`config.mk`:
```
export PLATFORM = sky130hd
export DESIGN_NAME = alu_seq_md_flat
export DESIGN_NICKNAME = d
export VERILOG_FILES = /design/src/rtl/alu_pkg.sv /design/src/rtl/alu_seq_md_if.sv /design/src/rtl/alu_md_iter.sv /design/src/rtl/alu_seq_md.sv /design/src/flat_wrapper.sv
export SDC_FILE = /design/constraint.sdc
export NUM_CORES = 1
export LEC_CHECK = 0
export BUFFER_PORTS_ARGS = -buffer_cell sky130_fd_sc_hd__buf_2
export CAP_MARGIN = 10
export CORE_ASPECT_RATIO = 1.1
export CORE_MARGIN = 4
export CORE_UTILIZATION = 40
export DETAILED_ROUTE_END_ITERATION = 8
export GPL_ROUTABILITY_DRIVEN = 1
export SLEW_MARGIN = 10
export SYNTH_ARGS = -nofsm -noshare
export SYNTH_HDL_FRONTEND = slang
export SYNTH_HIERARCHICAL = 1
export SYNTH_SLANG_ARGS = --single-unit
```
`constraint.sdc`:
```
create_clock -name clk -period 6.58 [get_ports clk]
set_clock_uncertainty 0.1 [all_clocks]
set_input_delay 0.987 -clock clk [delete_from_list [all_inputs] [get_ports clk]]
set_output_delay 0.987 -clock clk [all_outputs]
set_load 0.005 [all_outputs]
```
`src/rtl/alu_pkg.sv`:
```
// rtl/alu_pkg.sv - opcodes, FSM states and helpers shared by the sequential ALU
// Ports: none (package).
package alu_pkg;

    localparam logic [3:0] OP_ADD   = 4'b0000;
    localparam logic [3:0] OP_SLL   = 4'b0001;
    localparam logic [3:0] OP_SUB   = 4'b0010;
    localparam logic [3:0] OP_SLT   = 4'b0011;
    localparam logic [3:0] OP_XOR   = 4'b0100;
    localparam logic [3:0] OP_SRL   = 4'b0101;
    localparam logic [3:0] OP_OR    = 4'b0110;
    localparam logic [3:0] OP_AND   = 4'b0111;
    localparam logic [3:0] OP_SLTU  = 4'b1000;
    localparam logic [3:0] OP_SRA   = 4'b1001;
    localparam logic [3:0] OP_MUL   = 4'b1010;
    localparam logic [3:0] OP_MULHU = 4'b1011;
    localparam logic [3:0] OP_DIVU  = 4'b1100;
    localparam logic [3:0] OP_REMU  = 4'b1101;

    typedef enum logic [1:0] {
        ST_IDLE = 2'd0,
        ST_BUSY = 2'd1,
        ST_DONE = 2'd2
    } state_e;

    function automatic logic is_multicycle(input logic [3:0] op);
        return (op == OP_MUL) || (op == OP_MULHU) || (op == OP_DIVU) || (op == OP_REMU);
    endfunction

    function automatic logic is_div(input logic [3:0] op);
        return (op == OP_DIVU) || (op == OP_REMU);
    endfunction

endpackage

```
`src/rtl/alu_seq_md_if.sv`:
```
// rtl/alu_seq_md_if.sv - request/response bus of the sequential ALU
// Ports (signals): InValid/InReady/SrcA/SrcB/ALUControl request side,
//   OutValid/OutReady/ALUResult/ZF/SF/CF/OF/IllegalOp/DivZero response side.
//   master = pipeline driving requests, slave = ALU.
interface alu_seq_md_if #(
    parameter int WIDTH = 32
);
    logic             InValid;
    logic             InReady;
    logic [WIDTH-1:0] SrcA;
    logic [WIDTH-1:0] SrcB;
    logic [3:0]       ALUControl;
    logic             OutValid;
    logic             OutReady;
    logic [WIDTH-1:0] ALUResult;
    logic             ZF;
    logic             SF;
    logic             CF;
    logic             OF;
    logic             IllegalOp;
    logic             DivZero;

    modport master (
        output InValid, SrcA, SrcB, ALUControl, OutReady,
        input  InReady, OutValid, ALUResult, ZF, SF, CF, OF, IllegalOp, DivZero
    );

    modport slave (
        input  InValid, SrcA, SrcB, ALUControl, OutReady,
        output InReady, OutValid, ALUResult, ZF, SF, CF, OF, IllegalOp, DivZero
    );
endinterface

```
`src/rtl/alu_md_iter.sv`:
```
// rtl/alu_md_iter.sv - bit-serial shift-add multiplier / restoring divider
// Ports: clk, rst (sync active-high); start latches a/b/op_div and begins;
//   done is high during the WIDTH-th iteration cycle, when lo/hi carry the
//   final value (product low/high, or quotient/remainder) for capture.
module alu_md_iter #(
    parameter int WIDTH = 32
) (
    input  logic             clk,
    input  logic             rst,
    input  logic             start,
    input  logic             op_div,
    input  logic [WIDTH-1:0] a,
    input  logic [WIDTH-1:0] b,
    output logic             done,
    output logic [WIDTH-1:0] lo,
    output logic [WIDTH-1:0] hi
);
    localparam int CW = $clog2(WIDTH);

    logic [CW-1:0]    cnt_q, cnt_d;
    logic             busy_q, busy_d;
    logic             div_q, div_d;
    logic [WIDTH-1:0] b_q, b_d;
    logic [WIDTH-1:0] hi_q, hi_d;
    logic [WIDTH-1:0] lo_q, lo_d;

    logic [WIDTH:0]   madd;
    logic [WIDTH:0]   dsh;
    logic [WIDTH-1:0] dsub;
    logic             dge;
    logic [WIDTH-1:0] step_hi, step_lo;

    // hi:lo is the 2*WIDTH accumulator for multiply (multiplier shifts out of
    // lo as the product shifts in) and remainder:quotient for divide.
    always_comb begin
        madd    = {1'b0, hi_q} + {1'b0, (lo_q[0] ? b_q : {WIDTH{1'b0}})};
        dsh     = {hi_q, lo_q[WIDTH-1]};
        dge     = (dsh >= {1'b0, b_q});
        // Partial remainder stays below b, so the low WIDTH bits suffice.
        dsub    = dsh[WIDTH-1:0] - b_q;
        if (div_q) begin
            step_hi = dge ? dsub : dsh[WIDTH-1:0];
            step_lo = {lo_q[WIDTH-2:0], dge};
        end else begin
            step_hi = madd[WIDTH:1];
            step_lo = {madd[0], lo_q[WIDTH-1:1]};
        end
        lo = step_lo;
        hi = step_hi;
    end

    always_comb begin
        cnt_d  = cnt_q;
        busy_d = busy_q;
        div_d  = div_q;
        b_d    = b_q;
        hi_d   = hi_q;
        lo_d   = lo_q;
        done   = 1'b0;
        if (start && !busy_q) begin
            busy_d = 1'b1;
            cnt_d  = CW'(WIDTH - 1);
            div_d  = op_div;
            b_d    = b;
            hi_d   = '0;
            lo_d   = a;
        end else if (busy_q) begin
            hi_d  = step_hi;
            lo_d  = step_lo;
            cnt_d = cnt_q - CW'(1);
            if (cnt_q == '0) begin
                busy_d = 1'b0;
                done   = 1'b1;
            end
        end
    end

    always_ff @(posedge clk) begin
        if (rst) begin
            cnt_q  <= '0;
            busy_q <= 1'b0;
            div_q  <= 1'b0;
            b_q    <= '0;
            hi_q   <= '0;
            lo_q   <= '0;
        end else begin
            cnt_q  <= cnt_d;
            busy_q <= busy_d;
            div_q  <= div_d;
            b_q    <= b_d;
            hi_q   <= hi_d;
            lo_q   <= lo_d;
        end
    end
endmodule

```
`src/rtl/alu_seq_md.sv`:
```
// rtl/alu_seq_md.sv - handshaked ALU with registered result and iterative mul/div
// Ports: clk, rst (sync active-high), bus (alu_seq_md_if.slave): request
//   InValid/InReady/SrcA/SrcB/ALUControl, response OutValid/OutReady/
//   ALUResult with ZF/SF/CF/OF/IllegalOp/DivZero.
module alu_seq_md
    import alu_pkg::*;
#(
    parameter int WIDTH = 32
) (
    input  logic         clk,
    input  logic         rst,
    alu_seq_md_if.slave  bus
);
    localparam int SHW = $clog2(WIDTH);

    state_e           state_q, state_d;
    logic [3:0]       op_q, op_d;
    logic [WIDTH-1:0] res_q, res_d;
    logic             zf_q, zf_d, sf_q, sf_d, cf_q, cf_d, of_q, of_d;
    logic             ill_q, ill_d, dz_q, dz_d;

    logic [WIDTH-1:0] a, b;
    logic [3:0]       op;
    logic [SHW-1:0]   shamt;
    logic [WIDTH:0]   sum, diff;
    logic [WIDTH-1:0] alu_res;
    logic             alu_cf, alu_of;
    logic             accept, div_zero, illegal;
    logic             iter_start, iter_done;
    logic [WIDTH-1:0] iter_lo, iter_hi;
    logic [WIDTH-1:0] md_res;

    assign a     = bus.SrcA;
    assign b     = bus.SrcB;
    assign op    = bus.ALUControl;
    assign shamt = b[SHW-1:0];

    assign accept   = bus.InValid && (state_q == ST_IDLE);
    assign div_zero = is_div(op) && (b == '0);
    assign illegal  = (op[3:1] == 3'b111);

    // Single-cycle datapath; the DIVU/REMU arms only matter for divide by zero.
    always_comb begin
        sum     = {1'b0, a} + {1'b0, b};
        diff    = {1'b0, a} - {1'b0, b};
        alu_res = '0;
        alu_cf  = 1'b0;
        alu_of  = 1'b0;
        case (op)
            OP_ADD: begin
                alu_res = sum[WIDTH-1:0];
                alu_cf  = sum[WIDTH];
                alu_of  = (a[WIDTH-1] == b[WIDTH-1]) && (sum[WIDTH-1] != a[WIDTH-1]);
            end
            OP_SUB: begin
                alu_res = diff[WIDTH-1:0];
                alu_cf  = diff[WIDTH];              // borrow: a <u b
                alu_of  = (a[WIDTH-1] != b[WIDTH-1]) && (diff[WIDTH-1] != a[WIDTH-1]);
            end
            OP_SLL:  alu_res = a << shamt;
            OP_SLT:  alu_res = {{(WIDTH-1){1'b0}}, ($signed(a) < $signed(b))};
            OP_XOR:  alu_res = a ^ b;
            OP_SRL:  alu_res = a >> shamt;
            OP_OR:   alu_res = a | b;
            OP_AND:  alu_res = a & b;
            OP_SLTU: alu_res = {{(WIDTH-1){1'b0}}, (a < b)};
            OP_SRA:  alu_res = $signed(a) >>> shamt;
            OP_DIVU: alu_res = '1;
            OP_REMU: alu_res = a;
            default: alu_res = '0;
        endcase
    end

    alu_md_iter #(.WIDTH(WIDTH)) u_iter (
        .clk    (clk),
        .rst    (rst),
        .start  (iter_start),
        .op_div (is_div(op)),
        .a      (a),
        .b      (b),
        .done   (iter_done),
        .lo     (iter_lo),
        .hi     (iter_hi)
    );

    // MULHU and REMU take the upper half of the iterative accumulator.
    assign md_res = ((op_q == OP_MULHU) || (op_q == OP_REMU)) ? iter_hi : iter_lo;

    always_comb begin
        state_d    = state_q;
        op_d       = op_q;
        res_d      = res_q;
        zf_d       = zf_q;
        sf_d       = sf_q;
        cf_d       = cf_q;
        of_d       = of_q;
        ill_d      = ill_q;
        dz_d       = dz_q;
        iter_start = 1'b0;
        case (state_q)
            ST_IDLE: begin
                if (accept) begin
                    op_d = op;
                    if (is_multicycle(op) && !div_zero) begin
                        iter_start = 1'b1;
                        state_d    = ST_BUSY;
                    end else begin
                        state_d = ST_DONE;
                        res_d   = alu_res;
                        zf_d    = (alu_res == '0);
                        sf_d    = alu_res[WIDTH-1];
                        cf_d    = alu_cf;
                        of_d    = alu_of;
                        ill_d   = illegal;
                        dz_d    = div_zero;
                    end
                end
            end
            ST_BUSY: begin
                if (iter_done) begin
                    state_d = ST_DONE;
                    res_d   = md_res;
                    zf_d    = (md_res == '0);
                    sf_d    = md_res[WIDTH-1];
                    cf_d    = 1'b0;
                    of_d    = 1'b0;
                    ill_d   = 1'b0;
                    dz_d    = 1'b0;
                end
            end
            ST_DONE: begin
                if (bus.OutReady) begin
                    state_d = ST_IDLE;
                end
            end
            default: state_d = ST_IDLE;
        endcase
    end

    always_ff @(posedge clk) begin
        if (rst) begin
            state_q <= ST_IDLE;
            op_q    <= '0;
            res_q   <= '0;
            zf_q    <= 1'b0;
            sf_q    <= 1'b0;
            cf_q    <= 1'b0;
            of_q    <= 1'b0;
            ill_q   <= 1'b0;
            dz_q    <= 1'b0;
        end else begin
            state_q <= state_d;
            op_q    <= op_d;
            res_q   <= res_d;
            zf_q    <= zf_d;
            sf_q    <= sf_d;
            cf_q    <= cf_d;
            of_q    <= of_d;
            ill_q   <= ill_d;
            dz_q    <= dz_d;
        end
    end

    assign bus.InReady   = (state_q == ST_IDLE);
    assign bus.OutValid  = (state_q == ST_DONE);
    assign bus.ALUResult = res_q;
    assign bus.ZF        = zf_q;
    assign bus.SF        = sf_q;
    assign bus.CF        = cf_q;
    assign bus.OF        = of_q;
    assign bus.IllegalOp = ill_q;
    assign bus.DivZero   = dz_q;
endmodule

```
`src/flat_wrapper.sv`:
```
// flat-port wrapper written by rule: the top's interface ports become plain ports
module alu_seq_md_flat import alu_pkg::*;
#(
    parameter int WIDTH = 32
)
  (clk, rst, bus_InValid, bus_SrcA, bus_SrcB, bus_ALUControl, bus_OutReady, bus_InReady, bus_OutValid, bus_ALUResult, bus_ZF, bus_SF, bus_CF, bus_OF, bus_IllegalOp, bus_DivZero);
  alu_seq_md_if #(.WIDTH(WIDTH)) bus_i ();
  input  logic clk;
  input  logic rst;
  input wire logic [$bits(bus_i.InValid)-1:0] bus_InValid;
  input wire logic [$bits(bus_i.SrcA)-1:0] bus_SrcA;
  input wire logic [$bits(bus_i.SrcB)-1:0] bus_SrcB;
  input wire logic [$bits(bus_i.ALUControl)-1:0] bus_ALUControl;
  input wire logic [$bits(bus_i.OutReady)-1:0] bus_OutReady;
  output wire logic [$bits(bus_i.InReady)-1:0] bus_InReady;
  output wire logic [$bits(bus_i.OutValid)-1:0] bus_OutValid;
  output wire logic [$bits(bus_i.ALUResult)-1:0] bus_ALUResult;
  output wire logic [$bits(bus_i.ZF)-1:0] bus_ZF;
  output wire logic [$bits(bus_i.SF)-1:0] bus_SF;
  output wire logic [$bits(bus_i.CF)-1:0] bus_CF;
  output wire logic [$bits(bus_i.OF)-1:0] bus_OF;
  output wire logic [$bits(bus_i.IllegalOp)-1:0] bus_IllegalOp;
  output wire logic [$bits(bus_i.DivZero)-1:0] bus_DivZero;
  assign bus_i.InValid = bus_InValid;
  assign bus_i.SrcA = bus_SrcA;
  assign bus_i.SrcB = bus_SrcB;
  assign bus_i.ALUControl = bus_ALUControl;
  assign bus_i.OutReady = bus_OutReady;
  assign bus_InReady = bus_i.InReady;
  assign bus_OutValid = bus_i.OutValid;
  assign bus_ALUResult = bus_i.ALUResult;
  assign bus_ZF = bus_i.ZF;
  assign bus_SF = bus_i.SF;
  assign bus_CF = bus_i.CF;
  assign bus_OF = bus_i.OF;
  assign bus_IllegalOp = bus_i.IllegalOp;
  assign bus_DivZero = bus_i.DivZero;
  alu_seq_md #(.WIDTH(WIDTH)) u_core (.clk(clk), .rst(rst), .bus(bus_i));
endmodule
```
---- Word-level counts from Yosys, hierarchy flattened ----
Cells that the tools add are included.
storage, ports and cells
  register bits ........................... 147
  input port bits ......................... 72
  output and inout port bits .............. 40
  word-level logic and storage cells ...... 131
cells by class
  add/sub/neg operators ................... 5
  $lt $le $gt $ge ......................... 3
  equality and inequality tests ........... 26
  shift operators ......................... 3
  multiplexer cells ....................... 51
  bitwise logic cells ..................... 3
  reductions and logical operators ........ 25
operator list
  kind                  number
  $pmux W32 S12         1
  $mux W32              10
  $logic_not A32 Y1     3
  $add A32 B32 Y33      2
  $lt A32 B32 Y1        2
  $pmux W32 S2          1
  $ge A33 B32 Y1        1
  $sub A32 B32 Y33      1
  $and A32 B32 Y32      1
  $eq A4 B4 Y1 const B  8
  $or A32 B32 Y32       1
  $shl A32 B5 Y32       1
  $shr A32 B5 Y32       1
  $sshr A32 B5 Y32      1
  $sub A32 B32 Y32      1
  $xor A32 B32 Y32      1
  $mux W1               24
  $eq A4 B3 Y1 const B  4
  $pmux W1 S2           8
  $mux W5               2
  $eq A4 B2 Y1 const B  2
  $mux W2               4
  $logic_and A1 B1 Y1   6
  $pmux W2 S3           1
  other kinds (19)      29

---- Longest topological paths before layout ----
  depth in word-level cells ............... 12
  gate-level depth with buffers ........... 21
  depth with buffers taken out ............ 20

---- Hierarchy ----
The synthesis kept the hierarchy.
modules (own cells, without submodules)
  module       instances  cells an instance  area an instance (um2)
  alu_seq_md   1          1918               13200.2
  alu_md_iter  1          1161               8805.9

---- Worst setup path after synthesis ----
No wires, ideal clock.
  path type ............................... input port to flip-flop
  start ................................... input bus_SrcB[2]
  end ..................................... register u_core.zf_q, in the netlist u_core/bus.ZF
  arrival time ............................ 4.837 ns
  required time ........................... 6.421 ns
  setup slack ............................. 1.584 ns
  stages on the path ...................... 18
  path buffers ............................ 5
  cell sequence ........................... buf_2 -> buf_4 -> inv_2 -> buf_1 -> clkbuf_1 -> ha_1 -> clkbuf_1 -> nor2b_1 -> o211ai_1 -> a31oi_1 -> or3b_1 -> and3_1 -> a2111o_1 -> a211oi_2 -> and4_1 -> nand4_1 -> nor3_2 -> a41o_1
on the way
  cells in the longest elaborated chain, start to end .. 11
  elaborated cells on any way between the ends .. 27
  classes of those cells .................. add/sub: 2; order compare: 2; eq/ne: 2; shift: 3; mux: 8; bitwise: 3; reduce/logical: 7
ends and longest elaborated chain
  what                                                       line                RTL
  start: declaration                                         flat_wrapper.sv:12  input wire logic [$bits(bus_i.SrcB)-1:0] bus_SrcB;
  branches (longest 11 deep; another with $sub A32 B32 Y33)  n/a
  end signal: assignment                                     alu_seq_md.sv:155   zf_q <= zf_d;
  end: declaration                                           alu_seq_md.sv:19    logic zf_q, zf_d, sf_q, sf_d, cf_q, cf_d, of_q, of_d;
Parallel ways; which one is timed is not known. The select of a mux whose other input is x is not followed.
A chain may end at the register's enable or synchronous reset.

---- Worst setup path after layout ----
  start ................................... register u_core.u_iter.b_q[3]
  end ..................................... register u_core.zf_q, in the netlist u_core/bus.ZF
on the way
  cells in the longest elaborated chain, start to end .. 7
  elaborated cells on any way between the ends .. 11
  classes of those cells .................. add/sub: 2; order compare: 1; mux: 7; reduce/logical: 1
ends and longest elaborated chain
  what                                          line                                  RTL
  start: declaration                            alu_md_iter.sv:23                     logic [WIDTH-1:0] b_q, b_d;
  start signal: assignment                      alu_md_iter.sv:83                     b_q <= '0;
  start signal: assignment                      alu_md_iter.sv:90                     b_q <= b_d;
  $mux W32, or another cell as far along        alu_md_iter.sv:36                     madd = {1'b0, hi_q} + {1'b0, (lo_q[0] ? b_q : {WIDTH{1'b0}})};
  $add A32 B32 Y33 or $mux W32 (tied branches)  alu_md_iter.sv:36, alu_md_iter.sv:42
  $mux W32 (*)                                  alu_md_iter.sv:41                     if (div_q) begin
  net u_core.iter_hi[21]                        alu_seq_md.sv:30                      logic [WIDTH-1:0] iter_lo, iter_hi;
  $mux W32 (*)                                  alu_seq_md.sv:87                      assign md_res = ((op_q == OP_MULHU) || (op_q == OP_REMU)) ? iter_hi : iter_lo;
  $logic_not A32 Y1 (*)                         alu_seq_md.sv:123                     zf_d = (md_res == '0);
  $mux W1 (*)                                   alu_seq_md.sv:120                     if (iter_done) begin
  $pmux W1 S2 (*)                               alu_seq_md.sv:100                     case (state_q)
Mark *: on every way through the listed nets, which the timed path passes. The rest lies on a longest branch. The select of a mux whose other input is x is not followed.

==> impl_metrics.py <==
metrics = {
    "drt": {
        "drc": 0,
        "drt_pass1_iterations": 7,
        "ant_nets": 0,
        "via_per_inst": 6.82,
        "wire_per_inst_um": 31.9,
        "drt_wl_total_um": 121000,
        "drtIter0Drc": 2915,
        "vias": 25955,
    },
    "clock_tree": {
        "clk_path_buf_depth": 2,
        "ctsResizeCount": 0,
        "hold_buffers": 0,
        "clock_sinks": 146,
        "cts_tree": "yes",
        "htree_levels": 4,
        "clkLatencyLatePin_ns": 0.44,
        "cts-buffers-inserted": 17,
        "ctsRootBufferMaster": "clkbuf_16",
        "postCtsSetupRepairBufs": 0,
        "clk_pin_slew_worst_paths_ns": 0.07,
    },
    "run_status": {
        "status": "completed",
    },
    "global_routing": {
        "grt_antenna_before_repair": 2,
        "grt_usage_pct": 39.6,
        "grt_pass1_vias": 24371,
        "grt-ovfl-total": 0,
        "grt_max_degree": 83,
        "grt_pass1_wl_um": 174000,
    },
    "power_and_ir_drop": {
        "p_comb_share_pct": 52.7,
        "p_int_mw": 2.21,
        "pwr-share-clk_pct": 23.1,
        "power.leakage_nw": 9.86,
        "p_sw_share_pct": 46.8,
        "ir_worst_vdd_mv": 0.185,
        "power.total_mw": 4.15,
        "power_density_mw_per_mm2": 174,
        "p_seq_share_pct": 24.2,
        "p_switching_mw": 1.94,
    },
    "sta": {
        "setup_tns_ns": 0,
        "finalCriticalPeriod_ns": 5.39,
        "slew_viol_final": 0,
        "hold_viol": 0,
        "relSlewSlack_pct": 15.6,
        "max_freq_ghz": 0.185,
        "finalCritPeriodShare_pct": 81.9,
        "layout_setup_ws_ns": 1.19,
        "rsz0062_at_grt": "false",
        "hold_ws_ns": 0.353,
        "setup_viol": 0,
        "worst_pin_slew_ns": 1.26,
    },
    "floorplanning": {
        "dieArea_mm2": 0.0588,
        "rows": 89,
        "die_x_um": 232,
        "start_util_pct": 40.7,
        "io_pins": 112,
        "coreArea_mm2": 0.0540,
        "die_y_um": 254,
    },
    "yosys": {
        "ys_seq_area_share_pct": 13.3,
        "yosys.area.top_type": "dfxtp_1",
        "ys_warn_count": 6,
        "async_reset_ff_share_pct": 0,
        "synth_edf_count": 0,
        "synth.distinct_cells": 107,
        "yosysTopAreaCellShare_pct": 13.3,
        "synthTopCellsByArea": "dfxtp_1 13%, ha_1 9.7%, a21oi_1 6.5%, nand2_1 5.7%, mux2i_1 5.4%",
        "synth_seq_cells": 146,
        "synth_ff_type": "dfxtp_1",
        "syn_avg_cell_area_um2": 7.15,
        "synthCells": 3079,
        "netlist_area_mm2": 0.0220,
        "syn_nets": 3325,
    },
    "layout": {
        "syn_to_final_growth_pct": 8.18,
        "fin_util_pct": 44.1,
        "fin_nets": 3309,
        "drive_gt1_share_pct": 13.2,
        "antennaDiodeCount": 0,
    },
    "worst_hold_path": {
        "hp-start": "u_core/bus.ALUResult[18]$_SDFFE_PP0P_",
        "hold_path_class": "flip-flop to flip-flop",
    },
    "worst_setup_path": {
        "required_ns": 6.86,
        "worst_setup_path_start_kind": "flip-flop",
        "r2r_start": "u_core/u_iter/b_q[3]$_SDFFE_PP0P_",
        "crit_type": "flip-flop to flip-flop",
        "endpoint_kind": "flip-flop",
        "worst-path-max-fanout": 26,
        "worstSetupStartpoint": "u_core/u_iter/b_q[3]$_SDFFE_PP0P_",
        "worst_ep_arrival_time_ns": 5.67,
    },
    "placement": {
        "place_congestion": 1.08,
        "dpl.hpwl_um": 95100,
        "place_ws_ns": 0.936,
        "io_buffers": 111,
    },
    "job": {
        "cap_violations": 0,
    },
}
-- logic make-up (layout without fill, tap and decap cells) --
family / after synthesis / in the layout / synth area share (%)
multiplexers: 230 / 230 / 13.0
flip-flops: 146 / 146 / 13.3
buffers and inverters: 395 / 392 / 7.32
AO/OA/AOI/OAI: 1017 / 1017 / 31.2
adder cells (fa/ha/maj): 174 / 174 / 10.0
AND/OR/NAND/NOR: 1044 / 1044 / 22.3
XOR/XNOR: 73 / 73 / 2.91
-- synth_stat cells (47+ instances only) --
| master | instances |
|---|---|
| a211oi_1 | 81 |
| a21oi_1 | 284 |
| and2_1 | 49 |
| clkbuf_1 | 164 |
| dfxtp_1 | 146 |
| ha_1 | 170 |
| inv_1 | 156 |
| mux2_2 | 72 |
| mux2i_1 | 118 |
| nand2_1 | 333 |
| nand3_1 | 71 |
| nand4_1 | 47 |
| nor2_1 | 295 |
| nor3_1 | 66 |
| o211ai_1 | 50 |
| o21ai_0 | 150 |
| xnor2_1 | 51 |
-- final cells by class --
class                      instances  area, um^2
tap                              728         911
multi-input combinational       2538       17500
clock buffer                      19         433
inverter                         163         612
sequential                       146        2930
timing repair buffer             197        1260
clock inverter                    13         130
fill                            5614       30200
-- state kept, by name, indices dropped and copies added (netlist names) --
signal / flops
u_core/bus.ALUResult: 32
u_core/u_iter/b_q: 32
u_core/u_iter/hi_q: 32
u_core/u_iter/lo_q: 32
u_core/u_iter/cnt_q: 5
u_core/op_q: 4
u_core/state_q: 2
u_core/bus.CF: 1
u_core/bus.DivZero: 1
u_core/bus.IllegalOp: 1
u_core/bus.OF: 1
u_core/bus.ZF: 1
u_core/u_iter/busy_q: 1
u_core/u_iter/div_q: 1
-- routing by layer --
layer / global-route usage (%) / part of all wire [%] / up-vias
li1: - / - / 11327
met1: 47.5 / 38 / 12632
met2: 66.2 / 46 / 1592
met3: 5.10 / 7.4 / 402
met4: 26.8 / 8.5 / 2
met5: 0 / 0.011 / -
-- critical path: stages (launching register included) --
cell and delay (ns):
dfxtp_1 0.35, inv_1 0.05, ha_1 0.36, a21o_1 0.20, a21oi_1 0.38, a2111oi_4 0.16
o311ai_2 0.51, a31oi_1 0.24, o31ai_4 0.81, buf_12 0.26, buf_4 0.21, o21ai_1 0.08
mux2_2 0.31, mux2i_1 0.26, nand4_1 0.19, nor4_1 0.30, nand3_1 0.12, a21oi_1 0.29
a41o_1 0.13
-- cells in the final DEF, fill, tap and decap left out, drive strengths merged, types with 10 or more instances in the layout --
master and n:
nand2 333, nor2 295, a21oi 291, buf 196
o21ai 183, ha 170, inv 164, dfxtp 146
mux2i 118, a211oi 84, mux2 76, nand3 71
nor3 71, xnor2 51, o211ai 50, and2 49
nand4 47, a21o 39, nor4 36, mux4 36
nor2b 36, a221oi 33, a31oi 32, nand2b 31
o21bai 30, o22ai 26, xor2 22, o21a 19
clkbuf 19, o31ai 19, o221ai 18, a22oi 18
a2111oi 18, a211o 17, and3 15, a311oi 13
or3 12, or2 11, a221o 10
-- metrics by stage --
stage	cells	area (um^2)
after floorplan	3079	22000
after global placement	3770	23200
after detailed placement	3772	23200
after CTS	3804	23800
after global routing	3804	23800
final	3804	23800
-- path summary, 6_finish.rpt --
kind	end	slack, ns	depth (start not counted)
max	u_core/bus.ZF$_SDFFE_PP0P_	1.19	18
min reg2reg	u_core/bus.ALUResult[18]$_SDFFE_PP0P_	0.35	2
max reg2reg	u_core/bus.ZF$_SDFFE_PP0P_	1.19	18
min	u_core/bus.ALUResult[18]$_SDFFE_PP0P_	0.35	2
-- power by group through the flow --
stage | Clock, mW | Sequential [mW] | Combinational [mW]
final | 0.958 | 1.00 | 2.19
after global routing | 1.00 | 1.01 | 2.30
after CTS | 0.970 | 1.00 | 2.12
after detailed placement | 0 | 1.02 | 2.11
after global placement | 0 | 1.02 | 2.11
after floorplan | 0 | 0.997 | 1.36
Note: power is estimated with default switching activity, not from simulation.
